File: src/rtl/ram_rec_play_ctrl_pkg.sv
// ram_rec_play_ctrl_pkg: shared state encoding for the record/playback sequencer
package ram_rec_play_ctrl_pkg;
    typedef enum logic [1:0] {
        IDLE = 2'b00,
        REC  = 2'b01,
        PLAY = 2'b10
    } state_t;
endpackage

File: src/rtl/ram_rec_play_ctrl.sv
// ram_rec_play_ctrl: records a valid-qualified sample stream into an async-read RAM and plays it back over valid/ready
// Ports: start_rec/stop_rec/start_play command pulses; in_valid/in_data/in_ready sample input;
// out_valid/out_data/out_ready playback output; ram_we/ram_addr/ram_din/ram_dout RAM side;
// count samples recorded, busy when not idle, done_tick one-cycle end-of-operation pulse.
module ram_rec_play_ctrl
    import ram_rec_play_ctrl_pkg::*;
#(
    parameter int ADDR_WIDTH = 8,
    parameter int DATA_WIDTH = 8
) (
    input  logic                  clk,
    input  logic                  reset,
    input  logic                  start_rec,
    input  logic                  stop_rec,
    input  logic                  start_play,
    input  logic                  in_valid,
    input  logic [DATA_WIDTH-1:0] in_data,
    output logic                  in_ready,
    output logic                  out_valid,
    output logic [DATA_WIDTH-1:0] out_data,
    input  logic                  out_ready,
    output logic                  ram_we,
    output logic [ADDR_WIDTH-1:0] ram_addr,
    output logic [DATA_WIDTH-1:0] ram_din,
    input  logic [DATA_WIDTH-1:0] ram_dout,
    output logic [ADDR_WIDTH:0]   count,
    output logic                  busy,
    output logic                  done_tick
);
    localparam logic [ADDR_WIDTH:0] CAP = {1'b1, {ADDR_WIDTH{1'b0}}};
    state_t state, state_d;
    logic [ADDR_WIDTH:0] rd_ptr, count_d, rd_ptr_d, count_inc, rd_ptr_inc;
    logic done_d;
    always_ff @(posedge clk or posedge reset) begin
        if (reset) begin
            state     <= IDLE;
            count     <= '0;
            rd_ptr    <= '0;
            done_tick <= 1'b0;
        end else begin
            state     <= state_d;
            count     <= count_d;
            rd_ptr    <= rd_ptr_d;
            done_tick <= done_d;
        end
    end
    assign count_inc  = count + 1'b1;
    assign rd_ptr_inc = rd_ptr + 1'b1;
    always_comb begin
        state_d  = state;
        count_d  = count;
        rd_ptr_d = rd_ptr;
        done_d   = 1'b0;
        case (state)
            IDLE: begin
                if (start_rec) begin
                    state_d = REC;
                    count_d = '0;
                end else if (start_play && count != '0) begin
                    state_d  = PLAY;
                    rd_ptr_d = '0;
                end
            end
            REC: begin
                if (in_valid)
                    count_d = count_inc;
                // a sample arriving with stop_rec is still written; filling the RAM ends recording
                if (stop_rec || (in_valid && count_inc == CAP)) begin
                    state_d = IDLE;
                    done_d  = 1'b1;
                end
            end
            PLAY: begin
                if (out_ready) begin
                    rd_ptr_d = rd_ptr_inc;
                    if (rd_ptr_inc == count) begin
                        state_d = IDLE;
                        done_d  = 1'b1;
                    end
                end
            end
            default: state_d = IDLE;
        endcase
    end
    assign busy      = state != IDLE;
    assign in_ready  = state == REC;
    assign out_valid = state == PLAY;
    assign ram_we    = in_ready & in_valid;
    assign ram_din   = in_ready ? in_data : '0;
    // async RAM read gives the current rd_ptr word with no added latency
    assign out_data  = out_valid ? ram_dout : '0;
    assign ram_addr  = in_ready ? count[ADDR_WIDTH-1:0] : out_valid ? rd_ptr[ADDR_WIDTH-1:0] : '0;
endmodule

File: config.mk
export PLATFORM = sky130hd
export DESIGN_NAME = ram_rec_play_ctrl
export DESIGN_NICKNAME = d
export VERILOG_FILES = /design/src/rtl/ram_rec_play_ctrl_pkg.sv /design/src/rtl/ram_rec_play_ctrl.sv
export SDC_FILE = /design/constraint.sdc
export NUM_CORES = 1
export LEC_CHECK = 0
export ABC_AREA = 1
export ABC_CLOCK_PERIOD_IN_PS = 2250
export BUFFER_PORTS_ARGS = -buffer_cell sky130_fd_sc_hd__buf_2
export CORE_MARGIN = 3
export CORE_UTILIZATION = 40
export CTS_BUF_LIST = sky130_fd_sc_hd__clkbuf_8
export CTS_CLUSTER_DIAMETER = 120
export DETAILED_ROUTE_END_ITERATION = 7
export PLACE_DENSITY = 0.66
export RECOVER_POWER = 100
export SLEW_MARGIN = 20
export SYNTH_ARGS = -nofsm -noshare
export SYNTH_HDL_FRONTEND = slang
export SYNTH_SLANG_ARGS = --single-unit
export TNS_END_PERCENT = 20
File: constraint.sdc
create_clock -name clk -period 2.25 [get_ports clk]
set_input_delay 0.225 -clock clk [delete_from_list [all_inputs] [get_ports clk]]
set_output_delay 0.225 -clock clk [all_outputs]
set_load 0.02 [all_outputs]
-- Yosys cells after proc, flatten, opt, wreduce, memory -nomap -nowiden
Cells that the tools add are included.
- input bits: 23
- register bits after elaboration: 21
- word-level logic and storage cells: 51
- multiplexer cells: 21
- equal/unequal tests: 12
- bitwise gates (word level): 1
- reduce and logical (&&, ||, !) cells: 11
- add/subtract/negate cells: 2
- operators by type and width (kind ; number):
    $mux 9 ; 5
    $pmux 9 s2 ; 2
    $mux 8 ; 4
    $add 9x1->9 const B ; 2
    $mux 2 ; 5
    $eq 9x9->1 ; 1
    $eq 9x9->1 const B ; 1
    $reduce_bool 9->1 ; 1
    $ne 2x2->1 const B ; 4
    $reduce_and 4->1 ; 2
    $ne 2x1->1 const B ; 3
    $pmux 2 s3 ; 1
    $reduce_bool 2->1 ; 3
    $mux 1 ; 3
    $ne 3x3->1 const B ; 1
    $reduce_and 3->1 ; 1
    $eq 2x1->1 const B ; 1
    $eq 2x2->1 const B ; 1
    $logic_and 1x1->1 ; 2
    $logic_not 2->1 ; 1
    $pmux 1 s2 ; 1
    $and 1x1->1 ; 1
    $logic_or 1x1->1 ; 1

-- Longest topological paths before layout
- depth after elaboration: 6
- depth in mapped cells: 14
- gate-level depth less buffers: 14

-- Worst setup path after synthesis
No wires, ideal clock.
- kind: reg-to-output
- start point: register state[1]
- end point: output ram_addr[0]
- required time: 2025 ps
- buffers on the path: 2
- stages on the path, launching flop included: 7
- slack: 329 ps
- arrival: 1696 ps
- cells stage by stage: dfrtp_1 -> inv_1 -> ha_1 -> buf_2 -> inv_1 -> clkbuf_1 -> o21ai_0
- RTL lines (what ; RTL line ; text):
    from (decl) ; ram_rec_play_ctrl.sv:31 ; state_t state, state_d;
    from (signal assigned) ; ram_rec_play_ctrl.sv:41 ; state <= state_d;
    $eq 2x1->1 ; ram_rec_play_ctrl.sv:86 ; assign in_ready = state == REC;
    via in_ready ; ram_rec_play_ctrl.sv:18 ; output logic in_ready,
    $mux 8 ; ram_rec_play_ctrl.sv:92 ; assign ram_addr = in_ready ? count[ADDR_WIDTH-1:0] : out_valid ? rd_ptr[ADDR_WIDTH-1:0] : '0;
    to (decl) ; ram_rec_play_ctrl.sv:23 ; output logic [ADDR_WIDTH-1:0] ram_addr,
The timed path passes the listed nets, and every way through them passes these cells.

-- Final worst setup path
- start point: register state[0]
- end point: output ram_addr[1]
- word-level cells in the longest chain between the ends: 3
- RTL lines (what ; RTL line ; text):
    $eq 2x2->1 ; ram_rec_play_ctrl.sv:87 ; assign out_valid = state == PLAY;
    $mux 8 ; ram_rec_play_ctrl.sv:92 ;
    $mux 8 * ; ram_rec_play_ctrl.sv:92 ;
Mark *: on every way between the ends. The rest lies on a longest branch, timed or not.

==> out/metrics.yaml <==
outcome:
  status: "completed"
final_layout:
  drive_gt1_share_pct: 12.3
  final_util_pct: 50.4
  final_nets: 371
  area_growth_pct: 18.9
  nFillCells: 446
  n_antenna_cell: 0
  ff_latch_area_sq_um: 526
  multi_input_area_sq_um: 957
worst_hold_path:
  hold_path_class: "in2async"
synthesis:
  synth_seq_cells: 21
  synth_nets: 310
  syn_area_per_cell_sq_um: 6.21
  seq_area_frac_synth_pct: 30.1
  syn_area_sq_um: 1750
  yosys_warnings: 0
  synth.distinct_cells: 24
  synth_cells: 281
sta:
  hold_viol: 0
  whs_ps: 111
  relSlewSlack_pct: 44.3
  timing.final.max_slew_violations: 0
  finClkSkew_ps: 9.49
  setup_viol: 0
  setup_tns_ps: 0
  layout_min_cycle_time_ps: 2040
  tightest_slew_ps: 834
  fin_crit_sh_pct: 90.6
  rsz0062_at_grt: "false"
  max_freq_mhz: 491
clocking:
  clock-sinks: 21
  cts_made_buffers: 3
  cts_buffer_depth: 2
  cts_setup_buffers: 0
  path_clk_slew_ps: 90
  cts_tree: "built"
  cts.root.buffer_cell: "clkbuf_8"
  cts_resized: 0
  cts_max_level: 1
  postCtsHoldBufs: 0
  clock_latency_ps: 270
power:
  leakagePower_nw: 1.13
  ir_drop_mv: 0.341
  p_per_area_nw_per_um2: 743
  p_total_mw: 1.54
place:
  dp_hpwl_um: 3960
  finalWeightedCongestion: 0.906
  portBuffers: 60
floorplanning:
  dieWidth_um: 72.1
  die_area_sq_um: 5190
  start_util_pct: 42.4
  rows: 23
  core_sq_um: 4120
  ios: 61
  die_height_um: 72.1
grt:
  grt_pass1_vias: 1784
  antenna_found_initial: 0
  track_usage_pct: 19.9
  overflow: 0
  grt_pass1_wl_um: 8180
  grt_max_degree: 22
drt:
  postRouteAntennaNets: 0
  via_per_inst: 4.97
  detail_route.first_pass.iterations: 4
  vias: 1944
  routed_wl_um: 4970
  route.detailed.drc: 0
  drt_iter0_markers: 145
  wl_per_cell_um: 12.7
critical_path:
  crit_fanout: 17
  required_ps: 2030
  cp-start-kind: "register"
  worstPathArrival_ps: 1810
  crit_path_end_kind: "primary output"
  crit_type: "reg2out"
run:
  drv_cap: 0
cell usage in the layout (no fill, tap or decap), types with 2 or more instances in the layout:
cell type  count
inv_1         55
nand2_1       85
ha_1           6
o21bai_1       2
o21ai_0       19
nor2_1        16
clkbuf_1      37
clkbuf_8       3
nand3_1       37
buf_2         24
nand3_2        2
a21oi_1        4
clkinv_2       2
o22ai_1        9
nand2_2        4
dfrtp_1       21
nand4_1        5
nor2_2         4
cells by family after synthesis:
kind of cell	after synthesis	synth area share, %
compound gates	38	12.4
fa+ha+maj	6	4.30
buf+inv	63	14.4
flops	21	30.1
simple gates	153	38.8
report_power, final:
part | leakage, nW | switching [mW] | internal, mW
clock network | 0.0255 | 0.131 | 0.124
logic | 0.813 | 0.585 | 0.221
registers | 0.290 | 0.0612 | 0.419
total | 1.13 | 0.777 | 0.764
synth_stat cells (all sizes together):
cell,n,area [sq um]
dfrtp,21,526
o21ai,21,109
buf,4,28.8
clkbuf,3,11.3
inv,55,206
o22ai,9,56.3
nand2,89,344
nand3,39,210
a21oi,4,20.0
nand4,5,37.5
nor2,20,85.1
o21a,1,7.51
o32ai,1,8.76
clkinv,1,5.00
ha,6,75.1
o21bai,2,15.0
worst paths after layout:
kind | from | end | slack, ps | cells past startpoint
setup / recovery | state[0] | ram_addr[1] | 210 | 6
hold / removal | reset | done_tick | 110 | 2
setup reg to reg | rd_ptr[0] | state[0] | 310 | 14
hold reg to reg | state[1] | state[1] | 520 | 2
max in group asynchronous | reset | rd_ptr[8] | 1610 | 2
min in group clk | start_rec | state[1] | 290 | 4
critical path, stage by stage, from the launching register on:
cell and delay [ps]:
dfrtp_1 410, inv_1 90, ha_1 240, clkbuf_2 340, nand3_1 110, o21ai_0 110, clkbuf_1 260
registers in the layout, indices dropped and copies added, names as in the netlist:
name       flops
count          9
rd_ptr         9
state          2
done_tick      1
area by class of cell:
cell class | count | share of cell area, %
well taps | 50 | 3.02
flip-flops and latches | 21 | 25.3
clock inverters | 1 | 0.241
inverters | 56 | 10.2
multi-input cells | 197 | 46.1
clock buffers | 3 | 1.99
repair buffers | 63 | 13.1
metal layers:
metal  GRT usage (%)  up-vias  part of all wire, %
met3            2.49        8                  6.2
met2            34.7       66                   47
li1                -     1005                    -
met5               0        -                    0
met1            24.8      865                   45
met4            7.72        0                  2.1
per-stage QoR:
step	instance area, sq um	worst slack, ps	std cells
2_1_floorplan	1750	329	281
3_3_place_gp	2090	315	387
3_5_place_dp	2090	338	387
4_1_cts	2140	310	391
5_1_grt	2070	91.3	391
6_report	2070	212	391
Note: power is estimated with default switching activity, not from simulation.
